`config.mk`:
```
export PLATFORM = sky130hd
export DESIGN_NAME = rpct_update_ctrl
export DESIGN_NICKNAME = d
export VERILOG_FILES = /design/src/rtl/rpct_update_ctrl_pkg.sv /design/src/rtl/rpct_upd_fifo.sv /design/src/rtl/rpct_update_ctrl.sv
export SDC_FILE = /design/constraint.sdc
export NUM_CORES = 1
export LEC_CHECK = 0
export ABC_AREA = 1
export CORE_UTILIZATION = 56
export DETAILED_ROUTE_END_ITERATION = 6
export HOLD_SLACK_MARGIN = 0.15
export PLACE_DENSITY = 0.84
export SYNTH_ARGS = -nofsm -noshare
export SYNTH_HDL_FRONTEND = slang
export SYNTH_SLANG_ARGS = --single-unit
```
`constraint.sdc`:
```
create_clock -name clk -period 6.15 [get_ports clk]
set_input_delay 1.23 -clock clk [delete_from_list [all_inputs] [get_ports clk]]
set_output_delay 1.23 -clock clk [all_outputs]
set_load 0.02 [all_outputs]
```
`src/rtl/rpct_update_ctrl_pkg.sv`:
```
// Shared types for the return-PC prediction table (RPCT) update path.
//   rpct_upd_kind_e : kind of a queued training event (call or return)
//   rpct_upd_t      : one queued event {kind, pc_a, pc_b}, 65 bits
//                     call: pc_a = call pc,  pc_b = link pc
//                     ret : pc_a = jr ra pc, pc_b = return target
//   ctrl_state_e    : sequencer state (post-reset clear sweep, then run)
package rpct_update_ctrl_pkg;

    localparam int unsigned PC_W = 32;

    typedef enum logic {
        UPD_CALL = 1'b0,
        UPD_RET  = 1'b1
    } rpct_upd_kind_e;

    typedef struct packed {
        rpct_upd_kind_e  kind;
        logic [PC_W-1:0] pc_a;
        logic [PC_W-1:0] pc_b;
    } rpct_upd_t;

    typedef enum logic {
        INIT = 1'b0,
        RUN  = 1'b1
    } ctrl_state_e;

endpackage

```
`src/rtl/rpct_upd_fifo.sv`:
```
// Pending-update FIFO for the RPCT sequencer: up to two pushes and one pop
// per cycle, with a flush that drops every queued entry.
//   clk, resetn        : clock, asynchronous active-low reset
//   i_push0 / i_data0  : first write of the cycle (lands at the tail)
//   i_push1 / i_data1  : second write of the cycle (lands after data0);
//                        only ever asserted together with i_push0
//   i_pop              : consume the head entry
//   i_flush            : empty the FIFO; same-cycle pushes and pop ignored
//   o_head             : head entry (meaningless while empty)
//   o_count            : registered occupancy, 0..DEPTH
// The caller guarantees no overflow through its ready logic.
module rpct_upd_fifo
    import rpct_update_ctrl_pkg::*;
#(
    parameter int unsigned DEPTH = 4
) (
    input  logic                     clk,
    input  logic                     resetn,
    input  logic                     i_push0,
    input  rpct_upd_t                i_data0,
    input  logic                     i_push1,
    input  rpct_upd_t                i_data1,
    input  logic                     i_pop,
    input  logic                     i_flush,
    output rpct_upd_t                o_head,
    output logic [$clog2(DEPTH):0]   o_count
);

    localparam int unsigned PTR_W = $clog2(DEPTH);
    localparam int unsigned CNT_W = PTR_W + 1;

    rpct_upd_t        r_mem [DEPTH];
    logic [PTR_W-1:0] r_wr_ptr;
    logic [PTR_W-1:0] r_rd_ptr;
    logic [CNT_W-1:0] r_count;

    logic             w_do_pop;
    logic [PTR_W-1:0] w_wr_ptr1;

    assign w_do_pop  = i_pop && !i_flush && (r_count != '0);
    assign w_wr_ptr1 = r_wr_ptr + PTR_W'(1);

    // Storage needs no reset: occupancy alone decides what is valid.
    always_ff @(posedge clk) begin
        if (!i_flush) begin
            if (i_push0) r_mem[r_wr_ptr]  <= i_data0;
            if (i_push1) r_mem[w_wr_ptr1] <= i_data1;
        end
    end

    // Flush realigns the read pointer onto the write pointer instead of
    // zeroing both, so no storage ever needs to be touched.
    always_ff @(posedge clk or negedge resetn) begin
        if (!resetn) begin
            r_wr_ptr <= '0;
            r_rd_ptr <= '0;
            r_count  <= '0;
        end else if (i_flush) begin
            r_count  <= '0;
            r_rd_ptr <= r_wr_ptr;
        end else begin
            r_wr_ptr <= r_wr_ptr + PTR_W'(i_push0) + PTR_W'(i_push1);
            if (w_do_pop) r_rd_ptr <= r_rd_ptr + PTR_W'(1);
            r_count  <= r_count + CNT_W'(i_push0) + CNT_W'(i_push1) - CNT_W'(w_do_pop);
        end
    end

    assign o_head  = r_mem[r_rd_ptr];
    assign o_count = r_count;

endmodule

```
`src/rtl/rpct_update_ctrl.sv`:
```
// Sequencer between EXE and the return-PC prediction table (RPCT).
// Out of reset it sweeps a clear write over every table set, then accepts
// call/return training events into a small FIFO and issues at most one
// table update per cycle. Prediction is gated until the sweep completes.
//   clk, resetn          : clock, asynchronous active-low reset
//   call_valid/pc/link   : resolved call event; call_ready = accepted
//   ret_valid/pc/jrra_pc : resolved jr ra event; ret_ready = accepted
//   flush                : drop all queued, un-issued events
//   tbl_clr_en/idx       : clear write to one table set
//   tbl_is_call/is_ret   : one-cycle update strobes (never both)
//   tbl_call_pc/ret_pc/jrra_pc : update operands; unused ones hold
//   pred_en              : table contents valid
// All outputs except the readies are registered.
module rpct_update_ctrl
    import rpct_update_ctrl_pkg::*;
#(
    parameter int unsigned SET_NUM    = 8,
    parameter int unsigned FIFO_DEPTH = 4
) (
    input  logic                       clk,
    input  logic                       resetn,
    input  logic                       call_valid,
    input  logic [31:0]                call_pc,
    input  logic [31:0]                link_pc,
    output logic                       call_ready,
    input  logic                       ret_valid,
    input  logic [31:0]                ret_pc,
    input  logic [31:0]                jrra_pc,
    output logic                       ret_ready,
    input  logic                       flush,
    output logic                       tbl_clr_en,
    output logic [$clog2(SET_NUM)-1:0] tbl_clr_idx,
    output logic                       tbl_is_call,
    output logic                       tbl_is_ret,
    output logic [31:0]                tbl_call_pc,
    output logic [31:0]                tbl_ret_pc,
    output logic [31:0]                tbl_jrra_pc,
    output logic                       pred_en
);

    localparam int unsigned IDX_W = $clog2(SET_NUM);
    localparam int unsigned CNT_W = $clog2(FIFO_DEPTH) + 1;
    localparam logic [IDX_W-1:0] LAST_IDX = IDX_W'(SET_NUM - 1);
    localparam logic [CNT_W-1:0] DEPTH_C  = CNT_W'(FIFO_DEPTH);

    ctrl_state_e      r_state;
    ctrl_state_e      w_state_nxt;
    logic [IDX_W-1:0] r_clr_cnt;
    logic             r_clr_en;
    logic             r_pred_en;
    logic             r_is_call;
    logic             r_is_ret;
    logic [31:0]      r_call_pc;
    logic [31:0]      r_ret_pc;
    logic [31:0]      r_jrra_pc;

    logic             w_run;
    logic [CNT_W-1:0] w_count;
    logic [CNT_W-1:0] w_free;
    logic             w_call_acc;
    logic             w_ret_acc;
    logic             w_push0;
    logic             w_push1;
    rpct_upd_t        w_call_ent;
    rpct_upd_t        w_ret_ent;
    rpct_upd_t        w_data0;
    rpct_upd_t        w_head;
    logic             w_pop;

    // ---------------- FSM ----------------
    always_ff @(posedge clk or negedge resetn) begin
        if (!resetn) r_state <= INIT;
        else         r_state <= w_state_nxt;
    end

    always_comb begin
        w_state_nxt = r_state;
        if (r_state == INIT && r_clr_cnt == LAST_IDX) w_state_nxt = RUN;
    end

    assign w_run = (r_state == RUN);

    // ---------------- ready / push steering ----------------
    // Readies look only at registered occupancy, so a pop in the same cycle
    // never creates room. A ret needs two free slots when a call also wants
    // in, since the call takes the first slot.
    assign w_free     = DEPTH_C - w_count;
    assign call_ready = w_run && (w_free >= CNT_W'(1));
    assign ret_ready  = w_run && ((w_free >= CNT_W'(2)) ||
                                  ((w_free == CNT_W'(1)) && !call_valid));
    assign w_call_acc = call_valid && call_ready;
    assign w_ret_acc  = ret_valid && ret_ready;

    always_comb begin
        w_call_ent      = '0;
        w_call_ent.kind = UPD_CALL;
        w_call_ent.pc_a = call_pc;
        w_call_ent.pc_b = link_pc;
        w_ret_ent       = '0;
        w_ret_ent.kind  = UPD_RET;
        w_ret_ent.pc_a  = jrra_pc;
        w_ret_ent.pc_b  = ret_pc;
    end

    // A lone ret uses the first write port; with both, call goes first.
    assign w_push0 = w_call_acc || w_ret_acc;
    assign w_push1 = w_call_acc && w_ret_acc;
    assign w_data0 = w_call_acc ? w_call_ent : w_ret_ent;

    assign w_pop = w_run && (w_count != '0) && !flush;

    rpct_upd_fifo #(
        .DEPTH (FIFO_DEPTH)
    ) u_fifo (
        .clk     (clk),
        .resetn  (resetn),
        .i_push0 (w_push0),
        .i_data0 (w_data0),
        .i_push1 (w_push1),
        .i_data1 (w_ret_ent),
        .i_pop   (w_pop),
        .i_flush (flush),
        .o_head  (w_head),
        .o_count (w_count)
    );

    // ---------------- registered outputs ----------------
    always_ff @(posedge clk or negedge resetn) begin
        if (!resetn) begin
            r_clr_cnt <= '0;
            r_clr_en  <= 1'b1;
            r_pred_en <= 1'b0;
            r_is_call <= 1'b0;
            r_is_ret  <= 1'b0;
            r_call_pc <= '0;
            r_ret_pc  <= '0;
            r_jrra_pc <= '0;
        end else begin
            if (r_state == INIT) r_clr_cnt <= r_clr_cnt + IDX_W'(1);
            r_clr_en  <= (w_state_nxt == INIT);
            r_pred_en <= (w_state_nxt == RUN);
            r_is_call <= w_pop && (w_head.kind == UPD_CALL);
            r_is_ret  <= w_pop && (w_head.kind == UPD_RET);
            if (w_pop) begin
                if (w_head.kind == UPD_CALL) begin
                    r_call_pc <= w_head.pc_a;
                    r_ret_pc  <= w_head.pc_b;
                end else begin
                    r_jrra_pc <= w_head.pc_a;
                    r_ret_pc  <= w_head.pc_b;
                end
            end
        end
    end

    assign tbl_clr_en  = r_clr_en;
    assign tbl_clr_idx = r_clr_cnt;
    assign tbl_is_call = r_is_call;
    assign tbl_is_ret  = r_is_ret;
    assign tbl_call_pc = r_call_pc;
    assign tbl_ret_pc  = r_ret_pc;
    assign tbl_jrra_pc = r_jrra_pc;
    assign pred_en     = r_pred_en;

endmodule

```
# Word-level counts from Yosys, hierarchy flattened
# Memories as Yosys holds them, arrays and structs flattened.
# Index checks and enable logic that the tools add are counted.
# totals
ff_bits	110
ramBits	260
output_inout_bits	105
inputBits	133
mem_count	1
elab_cells	60
# classes
eq_ne	2
mux	11
reduce_logical	21
order_cmp	2
bitwise	3
add_sub_neg	9
# mem_list
name	depth	word_bits	rd	rd_clocked_by_memory_dff	write_ports	line_no	rtl
u_fifo.r_mem	4	65	1	0	2	rpct_upd_fifo.sv:32	rpct_upd_t r_mem [DEPTH];
# ops
cell	n
65-bit 2-to-1 mux	1
1-bit logical AND	13
1-bit 2-to-1 mux	7
3-bit by 1-bit adder with 3-bit output	2
2-bit by 1-bit adder with 2-bit output	2
2-bit by 1-bit adder with 2-bit output, second input constant	2
2-bit 2-to-1 mux	2
2-bit AND reduction	2
3-bit by 1-bit adder with 3-bit output, second input constant	1
3-bit by 1-bit == test with 1-bit output, second input constant	1
3-bit == test, second input constant	1
3-bit by 1-bit >= comparator with 1-bit output, second input constant	1
3-bit by 2-bit >= comparator with 1-bit output, second input constant	1
3-bit 2-to-1 mux	1
1-bit inverter	3
3-bit nonzero test	1
3-bit by 1-bit subtractor with 3-bit output	1
3-bit subtractor, first input constant	1
1-bit zero test	2
1-bit logical OR	2
2-bit nonzero test	1

# Logic depth before layout (Yosys ltp)
# Gate-level depths: netlist of the first run.
# depth
word_depth	11
ltp_mapped	16
depth_no_buf	14

# Hierarchy
# From an unflattened synthesis of the first run, not the netlist that was laid out.
# unflattened
hier_cells	2013
area_unflattened_um2	18108.6
# by_module_without_submodules
module	area_per_inst_um2	instances	cells_each	seq_area_each_um2
rpct_upd_fifo	13085.0	1	1340	7982.7
rpct_update_ctrl	5023.6	1	673	2578.7

# Worst setup path before layout of the first run
# Ideal clock, no wire load.
# synth_timing
path_kind	input port to flip-flop
start	in call_valid
end	mem u_fifo.r_mem[1][0] (netlist bit), enable pin
setup_ns	0.424
n_path_buf	1
path_slack_ns	2.268
arrival_ns	3.458
stages	7
t_required_ns	5.726
cell_sequence	nand3b_1 -> nand2_1 -> nand3_4 -> nor2_4 -> buf_2 -> nand3_1 -> nand2_1
# synth_lines
element	line_no	rtl
from (decl)	rpct_update_ctrl.sv:22	input logic call_valid,
to (decl)	rpct_upd_fifo.sv:32	

==> metrics.txt, run 1 <==
# TYPE chip_impl_metric gauge
chip_impl_metric{name="number_of_endpoints_failing_setup_at_the_final_stage",unit=""} 0
chip_impl_metric{name="htree_levels",unit=""} 2
chip_impl_metric{name="floorplan.initialDensity",unit="%"} 57.1
chip_impl_metric{name="power_density",unit="nW/um2"} 513
chip_impl_metric{name="post-route-period-util",unit="%"} 79.7
chip_impl_metric{name="insertion_delay",unit="ns"} 0.53
chip_impl_metric{name="report.final.hold_viol_count",unit=""} 0
chip_impl_info{name="worstHoldPathType",value="reg -> reg"} 1
chip_impl_info{name="timing.critical_path.slowest_stage_cell",value="sky130_fd_sc_hd__nand2_8"} 1
chip_impl_info{name="postSynth.topFlopCell",value="sky130_fd_sc_hd__edfxtp_1"} 1
chip_impl_metric{name="power_frac_comb",unit="%"} 45.5
chip_impl_metric{name="power.net_switching",unit="uW"} 5270
chip_impl_metric{name="place.gp.congestion",unit=""} 0.888
chip_impl_metric{name="syn_area",unit="um2"} 19800
chip_impl_info{name="outcome",value="finished, violations left"} 1
chip_impl_metric{name="utilization",unit="%"} 67.0
chip_impl_metric{name="detailroute.via_count",unit=""} 18565
chip_impl_metric{name="finClkSkew",unit="ns"} 0.0125
chip_impl_metric{name="finalCriticalPeriod",unit="ns"} 4.90
chip_impl_metric{name="slew-limit-headroom",unit="%"} 19.5
chip_impl_metric{name="fin_tns_setup",unit="ns"} 0
chip_impl_metric{name="area_delta_synth_final",unit="%"} 17.4
chip_impl_metric{name="cellLeakagePower",unit="uW"} 0.00941
chip_impl_info{name="critical_path.top_delay_family",value="simple AND/OR/NAND/NOR gates"} 1
chip_impl_metric{name="post_detailed_route_drc_marker_count",unit=""} 3
chip_impl_info{name="violated_checks",value="design-rule violations"} 1
chip_impl_metric{name="post_cts.resized_instances",unit=""} 0
chip_impl_metric{name="syn_inst",unit=""} 2287
chip_impl_metric{name="postSynthNetCount",unit=""} 2430
chip_impl_metric{name="final_critical_path_setup_slack",unit="ns"} 1.25
chip_impl_metric{name="drt-total-wl",unit="um"} 58100
chip_impl_metric{name="buffers_inserted_during_post_cts_setup_optimization",unit=""} 0
chip_impl_metric{name="critical_path_peak_fanout",unit=""} 96
chip_impl_metric{name="cts-hold-fix-buffers",unit=""} 0
chip_impl_metric{name="drt_iter0_drc",unit=""} 2549
chip_impl_info{name="cts_tree",value="done"} 1
chip_impl_metric{name="grt_first_pass_wirelength",unit="um"} 91700
chip_impl_metric{name="ys_seq_area_share",unit="%"} 53.1
chip_impl_metric{name="maximum_number_of_pins_on_one_net_before_global_route_repair",unit=""} 127
chip_impl_metric{name="port_buffers",unit=""} 237
chip_impl_info{name="cp-start-kind",value="flip-flop"} 1
chip_impl_metric{name="cp.required",unit="ns"} 6.54
chip_impl_info{name="clock-root-buffer",value="sky130_fd_sc_hd__clkbuf_16"} 1
chip_impl_metric{name="die_w",unit="um"} 190
chip_impl_metric{name="clock.fmax",unit="GHz"} 0.204
chip_impl_metric{name="cts.sink_count",unit=""} 370
chip_impl_metric{name="num_io_pins",unit=""} 238
chip_impl_metric{name="worst-path-buf-inv",unit=""} 3
chip_impl_metric{name="cts_max_path_buffers",unit=""} 3
chip_impl_metric{name="number_of_buffers_added_by_the_clock_tree_synthesis_step",unit=""} 39
chip_impl_metric{name="layout.nets",unit=""} 2481
chip_impl_info{name="synth_top_cells_by_area",value="sky130_fd_sc_hd__edfxtp_1, sky130_fd_sc_hd__nand4_1, sky130_fd_sc_hd__dfrtp_1"} 1
chip_impl_info{name="timing.critical_path.cells",value="inv_1 > ha_1 > ha_1 > nand3_4 > nand3_4 > nand2_8 > nand3_2 > inv_2 > buf_4 > nand2_1 > nand2_1"} 1
chip_impl_metric{name="async_reset_ff_share",unit="%"} 29.7
chip_impl_info{name="area_leader_netlist",value="sky130_fd_sc_hd__edfxtp_1"} 1
chip_impl_info{name="r2r_start",value="u_fifo.o_count[1]"} 1
chip_impl_metric{name="clockPowerShare",unit="%"} 20.5
chip_impl_metric{name="synth_warnings",unit=""} 0
chip_impl_metric{name="drt-vias-per-instance",unit=""} 6.58
chip_impl_metric{name="sequential_cell_fraction_of_total_power",unit="%"} 34.0
chip_impl_metric{name="synth_cell_types",unit=""} 33
chip_impl_metric{name="worst-slew-pin-transition",unit="ns"} 1.21
chip_impl_metric{name="cts.reportedPaths.clkPinSlew",unit="ns"} 0.06
chip_impl_metric{name="crit_path_largest_cell_delay",unit="ns"} 0.68
chip_impl_metric{name="cell_internal_pwr",unit="uW"} 6670
chip_impl_metric{name="detail_route.first_pass.iterations",unit=""} 7
chip_impl_metric{name="cap_viol_max_count",unit=""} 0
chip_impl_metric{name="post-place-ws",unit="ns"} 1.34
chip_impl_metric{name="groute.usage.overall",unit="%"} 31.9
chip_impl_info{name="worst_setup_startpoint",value="u_fifo.o_count[1]"} 1
chip_impl_metric{name="place_hpwl",unit="um"} 32000
chip_impl_metric{name="remaining_global_route_overflow",unit=""} 0
chip_impl_metric{name="synth_top_area_share",unit="%"} 38.8
chip_impl_metric{name="critical_path_arrival",unit="ns"} 5.29
chip_impl_metric{name="via_count_of_the_first_global_routing_pass",unit=""} 17684
chip_impl_info{name="hold_start",value="u_fifo.r_mem[0][64]"} 1
chip_impl_info{name="worst-setup-path-type",value="reg -> reg"} 1
chip_impl_metric{name="n_antenna_cell",unit=""} 0
chip_impl_metric{name="final_layout_size_suffix_gt1_share",unit="%"} 4.73
chip_impl_metric{name="antenna_found_initial",unit=""} 4
chip_impl_info{name="unrepaired_setup_endpoints_after_global_routing",value="no"} 1
chip_impl_metric{name="avgRoutedWirePerCell",unit="um"} 20.6
chip_impl_metric{name="antenna_violation_net_count_after_detailed_routing",unit=""} 0
chip_impl_info{name="critical_path.endpoint_type",value="flip-flop"} 1
chip_impl_metric{name="slew_violations",unit=""} 0
chip_impl_metric{name="synth.ff_latch_count",unit=""} 370
chip_impl_metric{name="core_area",unit="um2"} 34700
chip_impl_metric{name="timing.hold.ws",unit="ns"} 0.462
chip_impl_metric{name="switching_share",unit="%"} 44.1
chip_impl_metric{name="num_rows",unit=""} 68
chip_impl_metric{name="ir_drop",unit="mV"} 0.533
chip_impl_metric{name="synth_edf_count",unit=""} 256
chip_impl_metric{name="synth_area_per_cell",unit="um2"} 8.66
chip_impl_metric{name="die_height",unit="um"} 190
chip_impl_metric{name="die_area",unit="um2"} 36100
-- layout by cell type, fill, tap and decap left out, types with 4 or more instances in the layout --
cell type,synthesis,final
sky130_fd_sc_hd__nand2_1,662,658
sky130_fd_sc_hd__nand4_1,516,516
sky130_fd_sc_hd__edfxtp_1,256,256
sky130_fd_sc_hd__clkdlybuf4s50_1,0,235
sky130_fd_sc_hd__o21ai_0,139,139
sky130_fd_sc_hd__nor2_1,137,134
sky130_fd_sc_hd__dfrtp_1,109,106
sky130_fd_sc_hd__o22ai_1,64,64
sky130_fd_sc_hd__o21ai_1,55,55
sky130_fd_sc_hd__inv_1,47,45
sky130_fd_sc_hd__clkbuf_16,0,41
sky130_fd_sc_hd__buf_4,10,24
sky130_fd_sc_hd__nand3_1,14,13
sky130_fd_sc_hd__clkinv_2,0,8
sky130_fd_sc_hd__ha_1,7,7
sky130_fd_sc_hd__clkbuf_1,121,7
sky130_fd_sc_hd__clkinv_1,0,6
sky130_fd_sc_hd__nor2_4,1,5
sky130_fd_sc_hd__bufinv_16,0,5
sky130_fd_sc_hd__nand3_4,1,4
sky130_fd_sc_hd__inv_2,4,4
sky130_fd_sc_hd__nand2_4,0,4
sky130_fd_sc_hd__dfxtp_1,4,4
-- layout make-up --
class                      count  area [um2]
sequential                   370       10500
multi-input combinational   1616        8100
inverter                      51         201
timing repair buffer         260        2540
clock inverter                20         220
clock buffer                  51        1090
fill                        2727       11500
tap                          455         569
-- path summary, 6_finish.rpt --
check / to / slack [ns] / depth (start not counted)
min reg2reg: u_fifo.r_mem[0][64] / 0.46 / 2
max: u_fifo.r_mem[3][16] / 1.25 / 11
min in group asynchronous: tbl_is_call / 0.77 / 1
max in group asynchronous: tbl_jrra_pc[16] / 4.14 / 2
max reg2reg: u_fifo.r_mem[3][16] / 1.25 / 11
min: u_fifo.r_mem[0][64] / 0.46 / 2
-- worst reg2reg max path, stage by stage, from the launching register on --
cell and delay [ns]:
sky130_fd_sc_hd__dfrtp_1 0.47, sky130_fd_sc_hd__inv_1 0.07, sky130_fd_sc_hd__ha_1 0.19, sky130_fd_sc_hd__ha_1 0.34
sky130_fd_sc_hd__nand3_4 0.67, sky130_fd_sc_hd__nand3_4 0.64, sky130_fd_sc_hd__nand2_8 0.69, sky130_fd_sc_hd__nand3_2 0.29
sky130_fd_sc_hd__inv_2 0.59, sky130_fd_sc_hd__buf_4 0.58, sky130_fd_sc_hd__nand2_1 0.14, sky130_fd_sc_hd__nand2_1 0.10
-- per-stage QoR --
step	area, um2	total power [uW]	std cells
6_report	23200	11900	2823
4_1_cts	23200	11800	2823
2_1_floorplan	19800	7530	2287
5_1_grt	23200	12500	2823
3_5_place_dp	21900	9400	2752
3_3_place_gp	21900	9210	2752
-- sequential cells by signal (all words and copies together) (netlist names) --
| register | cells |
|---|---|
| tbl_call_pc | 32 |
| u_fifo.r_mem | 260 |
| pred_en | 1 |
| tbl_ret_pc | 32 |
| tbl_clr_idx | 3 |
| tbl_is_ret | 1 |
| u_fifo.r_rd_ptr | 2 |
| u_fifo.r_wr_ptr | 2 |
| u_fifo.o_count | 3 |
| tbl_is_call | 1 |
| tbl_jrra_pc | 32 |
| tbl_clr_en | 1 |
-- per-layer routing --
metal  vias up  global-route usage (%)  share of wire [%]
met1      8644                    41.1                 37
met5         -                       0              0.084
met3       195                    6.33                 12
met2      1325                    51.6                 47
met4         8                    15.7                4.0
li1       8393                       -                  -
-- power by group through the flow --
stage / Clock (uW) / Combinational, uW / Sequential (uW)
after floorplan: 0 / 3180 / 4340
after global placement: 0 / 5140 / 4070
after detailed placement: 0 / 5300 / 4100
after CTS: 2440 / 5330 / 4050
after global routing: 2530 / 5880 / 4130
final: 2440 / 5430 / 4060
-- synth_stat cells, types with 2 or more instances --
master and instances:
sky130_fd_sc_hd__inv_1 47, sky130_fd_sc_hd__inv_2 4, sky130_fd_sc_hd__buf_4 10, sky130_fd_sc_hd__clkbuf_1 121, sky130_fd_sc_hd__dfrtp_1 109, sky130_fd_sc_hd__o22ai_1 64
sky130_fd_sc_hd__dfxtp_1 4, sky130_fd_sc_hd__nand3_1 14, sky130_fd_sc_hd__o21ai_1 55, sky130_fd_sc_hd__buf_1 39, sky130_fd_sc_hd__ha_1 7, sky130_fd_sc_hd__o21ai_0 139
sky130_fd_sc_hd__nand4_1 516, sky130_fd_sc_hd__buf_2 75, sky130_fd_sc_hd__nand3_2 3, sky130_fd_sc_hd__fa_1 3, sky130_fd_sc_hd__nor2_1 137, sky130_fd_sc_hd__edfxtp_1 256
sky130_fd_sc_hd__nand2_2 2, sky130_fd_sc_hd__xnor2_1 3, sky130_fd_sc_hd__mux2_2 2, sky130_fd_sc_hd__buf_6 5, sky130_fd_sc_hd__nand2_1 662
-- logic make-up (layout without fill, tap and decap cells) --
group	Yosys count	count (layout)	synth area share [%]
DFF	370	370	53.1
muxes	2	2	0.114
adders and majority gates	10	10	0.745
xor gates and xnor gates	4	4	0.177
and+or+nand+nor	1338	1338	32.2
AOI/OAI and AO/OA	262	262	7.07
buffers and inverters	301	382	6.56
(Power assumes the default switching activity.)
==> run 2: changes to the inputs <==
==> constraint.sdc (replaced) <==
create_clock -name clk -period 4.8 [get_ports clk]
set_input_delay 0.96 -clock clk [delete_from_list [all_inputs] [get_ports clk]]
set_output_delay 0.96 -clock clk [all_outputs]
set_load 0.02 [all_outputs]
==> run 2 against run 1 <==
The flow still finishes with violations (design-rule violations); total power rose by 27%; worst hold slack improved by 0.0012 ns; wire length fell by 0.55%.
==> metrics.txt, run 2 (same netlist as run 1, synthesis figures left out) <==
# TYPE chip_impl_metric gauge
chip_impl_metric{name="area_delta_synth_final",unit="%"} 17.8
chip_impl_metric{name="antenna_found_initial",unit=""} 3
chip_impl_metric{name="cts.sink_count",unit=""} 370
chip_impl_info{name="r2r_start",value="u_fifo.o_count[1]"} 1
chip_impl_metric{name="power_frac_comb",unit="%"} 46.0
chip_impl_info{name="unrepaired_setup_endpoints_after_global_routing",value="no"} 1
chip_impl_metric{name="final_critical_path_setup_slack",unit="ns"} 0.755
chip_impl_metric{name="insertion_delay",unit="ns"} 0.54
chip_impl_metric{name="ir_drop",unit="mV"} 0.402
chip_impl_metric{name="multi_input_area",unit="um2"} 8100
chip_impl_metric{name="finalNonFillerCells",unit=""} 2835
chip_impl_metric{name="switching_share",unit="%"} 44.4
chip_impl_metric{name="avgRoutedWirePerCell",unit="um"} 20.4
chip_impl_metric{name="power.net_switching",unit="uW"} 6730
chip_impl_metric{name="sequential_cell_fraction_of_total_power",unit="%"} 34.5
chip_impl_metric{name="cell_internal_pwr",unit="uW"} 8430
chip_impl_metric{name="die_w",unit="um"} 190
chip_impl_metric{name="floorplan.initialDensity",unit="%"} 57.1
chip_impl_info{name="cts_tree",value="done"} 1
chip_impl_metric{name="cts_max_path_buffers",unit=""} 3
chip_impl_metric{name="htree_levels",unit=""} 2
chip_impl_metric{name="clockPowerShare",unit="%"} 19.4
chip_impl_metric{name="drt_iter0_drc",unit=""} 2538
chip_impl_metric{name="finClkSkew",unit="ns"} 0.0133
chip_impl_metric{name="slew-limit-headroom",unit="%"} 19.5
chip_impl_info{name="timing.rr.end",value="u_fifo.r_mem[0][21]"} 1
chip_impl_metric{name="post_cts.resized_instances",unit=""} 0
chip_impl_metric{name="groute.usage.overall",unit="%"} 31.8
chip_impl_metric{name="post-place-ws",unit="ns"} 1.16
chip_impl_metric{name="cp.required",unit="ns"} 3.84
chip_impl_metric{name="worst-path-buf-inv",unit=""} 4
chip_impl_info{name="timing.critical_path.cells",value="inv_1 > ha_1 > ha_1 > nand3_4 > buf_4 > nand2_1 > inv_1 > clkdlybuf4s50_1"} 1
chip_impl_metric{name="seqCellArea",unit="um2"} 10500
chip_impl_metric{name="num_io_pins",unit=""} 238
chip_impl_metric{name="die_area",unit="um2"} 36100
chip_impl_metric{name="critical_path_arrival",unit="ns"} 3.09
chip_impl_metric{name="worst-slew-pin-transition",unit="ns"} 1.21
chip_impl_metric{name="remaining_global_route_overflow",unit=""} 0
chip_impl_info{name="layout_commonest_cell",value="sky130_fd_sc_hd__nand2_1"} 1
chip_impl_metric{name="report.final.hold_viol_count",unit=""} 0
chip_impl_metric{name="critical_path_peak_fanout",unit=""} 65
chip_impl_metric{name="largest_register_ff_count",unit=""} 260
chip_impl_metric{name="post-route-period-util",unit="%"} 84.3
chip_impl_metric{name="finalCriticalPeriod",unit="ns"} 4.05
chip_impl_metric{name="grt_first_pass_wirelength",unit="um"} 90500
chip_impl_metric{name="antenna_violation_net_count_after_detailed_routing",unit=""} 0
chip_impl_info{name="max_flop_register",value="u_fifo.r_mem"} 1
chip_impl_info{name="timing.critical_path.slowest_stage_cell",value="sky130_fd_sc_hd__buf_4"} 1
chip_impl_metric{name="drt-total-wl",unit="um"} 57800
chip_impl_info{name="critical_path.endpoint_type",value="primary output"} 1
chip_impl_metric{name="place_hpwl",unit="um"} 32400
chip_impl_metric{name="detail_route.first_pass.iterations",unit=""} 7
chip_impl_info{name="cp-start-kind",value="flip-flop"} 1
chip_impl_metric{name="place.detailed.instances",unit=""} 2762
chip_impl_metric{name="die_height",unit="um"} 190
chip_impl_info{name="outcome",value="finished, violations left"} 1
chip_impl_metric{name="crit_path_largest_cell_delay",unit="ns"} 0.60
chip_impl_metric{name="cap_viol_max_count",unit=""} 0
chip_impl_metric{name="num_rows",unit=""} 68
chip_impl_info{name="worst-setup-path-type",value="reg -> out"} 1
chip_impl_info{name="worstHoldPathType",value="in -> async"} 1
chip_impl_metric{name="power_density",unit="nW/um2"} 649
chip_impl_metric{name="cts.reportedPaths.clkPinSlew",unit="ns"} 0.06
chip_impl_metric{name="buffers_inserted_during_post_cts_setup_optimization",unit=""} 0
chip_impl_info{name="violated_checks",value="design-rule violations"} 1
chip_impl_metric{name="cellLeakagePower",unit="uW"} 0.00945
chip_impl_metric{name="via_count_of_the_first_global_routing_pass",unit=""} 17276
chip_impl_info{name="clock-root-buffer",value="sky130_fd_sc_hd__clkbuf_16"} 1
chip_impl_metric{name="fin_tns_setup",unit="ns"} 0
chip_impl_metric{name="fill_cells",unit=""} 2655
chip_impl_metric{name="layout.nets",unit=""} 2491
chip_impl_metric{name="detailroute.via_count",unit=""} 18445
chip_impl_info{name="critical_path.top_delay_family",value="buffers and inverters"} 1
chip_impl_metric{name="final_layout_size_suffix_gt1_share",unit="%"} 5.13
chip_impl_metric{name="post_detailed_route_drc_marker_count",unit=""} 12
chip_impl_metric{name="number_of_buffers_added_by_the_clock_tree_synthesis_step",unit=""} 39
chip_impl_metric{name="place.gp.congestion",unit=""} 0.876
chip_impl_metric{name="reg2regPathDepth",unit=""} 9
chip_impl_metric{name="port_buffers",unit=""} 237
chip_impl_info{name="most-common-layout-cells",value="sky130_fd_sc_hd__nand2_1, sky130_fd_sc_hd__nand4_1, sky130_fd_sc_hd__edfxtp_1, sky130_fd_sc_hd__clkdlybuf4s50_1, sky130_fd_sc_hd__o21ai_0"} 1
chip_impl_metric{name="drt-vias-per-instance",unit=""} 6.51
chip_impl_metric{name="number_of_endpoints_failing_setup_at_the_final_stage",unit=""} 0
chip_impl_metric{name="setup.reg_to_reg.worst_slack",unit="ns"} 1.14
chip_impl_metric{name="cts-hold-fix-buffers",unit=""} 0
chip_impl_metric{name="core_area",unit="um2"} 34700
chip_impl_metric{name="slew_violations",unit=""} 0
chip_impl_metric{name="maximum_number_of_pins_on_one_net_before_global_route_repair",unit=""} 275
chip_impl_metric{name="clock.fmax",unit="GHz"} 0.247
## run 2: cell types whose count changed in the layout (fill, tap and decap cells not counted), sizes merged
cell | before | now
buf | 25 | 35
clkbuf | 51 | 61
clkinv | 14 | 9
diode | 0 | 2
inv | 51 | 52
bufinv | 5 | 0
clkinvlp | 1 | 0
## run 2: cell type report
type	instances	share of cell area, %
clock buffers	61	5.12
clock inverters	10	0.214
diodes	2	0.0214
multi-input cells	1616	34.7
inverters	51	0.863
repair buffers	270	11.5
flip-flops and latches	370	45.1
well taps	455	2.44
## run 2: how the worst max path moves through the flow
| stage | start | endpoint | slack (ns) | depth (start not counted) |
|---|---|---|---|---|
| global placement | flush | u_fifo.o_count[2] | 1.21 | 9 |
| CTS | u_fifo.o_count[1] | call_ready | 0.75 | 8 |
| detailed placement | flush | tbl_call_pc[3] | 1.16 | 7 |
| global route | u_fifo.o_count[1] | call_ready | 0.59 | 8 |
| floorplan | call_valid | u_fifo.r_mem[1][0] | 1.19 | 7 |
| finish | u_fifo.o_count[1] | call_ready | 0.75 | 8 |
## run 2: metrics by stage
stage,util (%),hold slack [ns],instance area [um2],total power [uW]
floorplan,-,0.429,19800,9640
global placement,63.6,0.439,22100,11800
finish,67.2,0.464,23300,15200
detailed placement,63.6,0.444,22100,12100
global route,67.2,0.499,23300,15900
CTS,67.2,0.464,23300,15000
## run 2: worst reg2reg max path, stage by stage, from the launching register on
cell and delay (ns):
sky130_fd_sc_hd__dfrtp_1 0.46, sky130_fd_sc_hd__inv_1 0.08, sky130_fd_sc_hd__ha_1 0.18, sky130_fd_sc_hd__ha_1 0.34, sky130_fd_sc_hd__nand3_4 0.11, sky130_fd_sc_hd__nand3_4 0.37
sky130_fd_sc_hd__nand2_8 0.64, sky130_fd_sc_hd__nand3_1 0.27, sky130_fd_sc_hd__nand2_4 0.52, sky130_fd_sc_hd__buf_12 0.32
## run 2: power by group through the flow
stage | logic, uW | clock network, uW | registers [uW]
after detailed placement | 6800 | 0 | 5280
final | 6980 | 2940 | 5230
after global placement | 6570 | 0 | 5240
after floorplan | 4080 | 0 | 5570
after CTS | 6840 | 2950 | 5220
after global routing | 7530 | 3090 | 5330
## run 2: metal layers
metal / vias to the layer above / wire, um / global-route usage [%]
met5: - / 12 / 0
met4: 2 / 1950 / 14.6
met3: 175 / 6770 / 5.98
met2: 1266 / 27300 / 51.6
met1: 8586 / 21700 / 41.3
li1: 8416 / - / -
==> RTL edit (config.mk and constraints of run 1) <==
Change the parameter `SET_NUM` from 8 to 16.
--- a/src/rtl/rpct_update_ctrl.sv
+++ b/src/rtl/rpct_update_ctrl.sv
@@ -16,3 +16,3 @@
 #(
-    parameter int unsigned SET_NUM    = 8,
+    parameter int unsigned SET_NUM    = 16,
     parameter int unsigned FIFO_DEPTH = 4
Ports: changed (resized tbl_clr_idx); port bits go from 238 to 239. The function was not compared with the original's and may differ.
==> RTL edit against run 1 <==
- sequential cell count grew 1
- area after synthesis grew 0.30%
- critical path depth is 1 lower
- design area is 0.38% higher
- worst setup slack improved by 340 ps
- total power is essentially flat
- routed wire length shrank 0.25%
==> RTL edit: results (changes against run 1) <==
status:
  outcome: "completed"
setup_path:
  worstPathMaxFanout: 147  # +53%
  slowest_delay_ps: 630  # -50 ps
  critPathTopFamily: "buffers and inverters"
  worstPathArrival_ps: 4960  # -330 ps
  critPathLaunch: "flush"
  crit_path_end: "u_fifo.o_count[2]$_DFF_PN0_"
  r2r-end: "u_fifo.r_mem[3][38]$_DFFE_PP_"
  critPathSlowestCell: "clkdlybuf4s50_1"
  regToRegSetupSlack_ps: 2060  # +810 ps
global_route:
  grt_first_pass_wirelength_um: 90500  # -1.3%
  grt_pass1_vias: 17600  # -0.57%
  antenna_found_initial: 3  # -1
  grt_max_degree: 317  # +150%
  grt_usage_pct: 31.5  # -0.44 points
pwr:
  p_leak_nw: 9.46  # +0.58%
  p_sw_mw: 5.26  # -0.14%
  clockPowerShare_pct: 20.2  # -0.3 points
  ir_drop_mv: 0.492  # -7.7%
  combPwrFrac_pct: 45.8  # +0.3 points
logic_synthesis:
  synthTopCellsByArea: "edfxtp_1, nand4_1, dfrtp_1, nand2_1, o21ai_0"
  netlist_top_cells_count: "nand2_1, nand4_1, edfxtp_1"
  syn_nets: 2440  # +0.41%
  synth-seq-area-share_pct: 53.1  # about the same
  synthArstFlopShare_pct: 29.9  # +0.19 points
final_layout:
  drive_above_1_share_pct: 4.58  # -0.15 points
  n_fill_cell: 2672  # -2.0%
  largest_register_ff_count: 260  # unchanged
timing:
  clock_skew_ps: 11.8  # -0.729 ps
  worstMarginPinSlew_ps: 1240  # +31.7 ps
placement:
  io_buffers: 238  # +0.42%
  gp_congestion: 0.835  # -6.0%
  dpl.hpwl_um: 32400  # +1.1%
die:
  start_util_pct: 57.2  # +0.17 points
detailed_routing:
  wl_um: 58000  # -0.25%
  vias: 18500  # -0.15%
  drt-initial-drc-count: 2720  # +6.7%
cts:
  numCtsBuffers: 40  # +2.6%
-- RTL edit: cell count changes after synthesis, sizes merged, moves of 2 or more --
cell	run 1	this run
buf	129	134
clkbuf	121	116
inv	51	57
mux2	2	0
nand2	664	668
xor2	1	3
-- RTL edit: through the flow --
step           total power, mW  setup slack, ps  instance area, µm²  std cells
3_5_place_dp              9.43             1050               22000       2764
4_1_cts                   11.8             1590               23300       2836
2_1_floorplan             7.54             2320               19900       2298
3_3_place_gp              9.21             1170               22000       2764
6_report                  11.9             1590               23300       2838
5_1_grt                   12.5             1360               23300       2838
-- RTL edit: routing by layer --
metal / GRT usage, % / up-vias / share of wire, %
li1: - / 8441 / -
met1: 40.2 / 8590 / 37
met2: 51.9 / 1295 / 48
met3: 4.99 / 209 / 12
met4: 16.2 / 2 / 3.9
met5: 0 / - / 0.019
-- RTL edit: area by class of cell --
cell class	instances	area share [%]
Clock buffer	61	4.93
Tap cell	455	2.44
Sequential cell	371	45.2
Timing Repair Buffer	261	11.0
Clock inverter	11	0.660
Antenna cell	2	0.0214
Inverter	57	0.960
Multi-Input combinational cell	1620	34.8
-- RTL edit: worst min-delay path by stage --
| stage | slack (ps) | from | cells after the start | end |
|---|---|---|---|---|
| 3_5_place_dp | 450 | u_fifo.r_mem[2][64]$_SDFFE_PP1N_ | 2 | u_fifo.r_mem[2][64]$_SDFFE_PP1N_ |
| 4_1_cts | 470 | u_fifo.r_mem[2][64]$_SDFFE_PP1N_ | 2 | u_fifo.r_mem[2][64]$_SDFFE_PP1N_ |
| 2_1_floorplan | 430 | u_fifo.r_mem[1][64]$_SDFFE_PP1P_ | 2 | u_fifo.r_mem[1][64]$_SDFFE_PP1P_ |
| 3_3_place_gp | 440 | u_fifo.r_mem[2][64]$_SDFFE_PP1N_ | 2 | u_fifo.r_mem[2][64]$_SDFFE_PP1N_ |
| 5_1_grt | 500 | tbl_ret_pc[2]$_DFFE_PN0P_ | 2 | tbl_ret_pc[2]$_DFFE_PN0P_ |
| 6_report | 480 | u_fifo.r_mem[2][64]$_SDFFE_PP1N_ | 2 | u_fifo.r_mem[2][64]$_SDFFE_PP1N_ |
-- RTL edit: worst min-delay path: stages, from the launching register on --
cell and delay, ps:
dfxtp_1 330, nand2_1 60, nand3_1 60
-- RTL edit: cells by family (layout without fill, tap and decap cells) --
| logic type | after synthesis | count (layout) | synth area share (%) |
|---|---|---|---|
| AOI/OAI and AO/OA | 263 | 263 | 7.09 |
| xor gates and xnor gates | 6 | 6 | 0.265 |
| adders and majority gates | 9 | 9 | 0.680 |
| buffers and inverters | 307 | 390 | 6.60 |
| DFF | 371 | 371 | 53.1 |
| other | 0 | 2 | 0 |
| and+or+nand+nor | 1342 | 1342 | 32.3 |
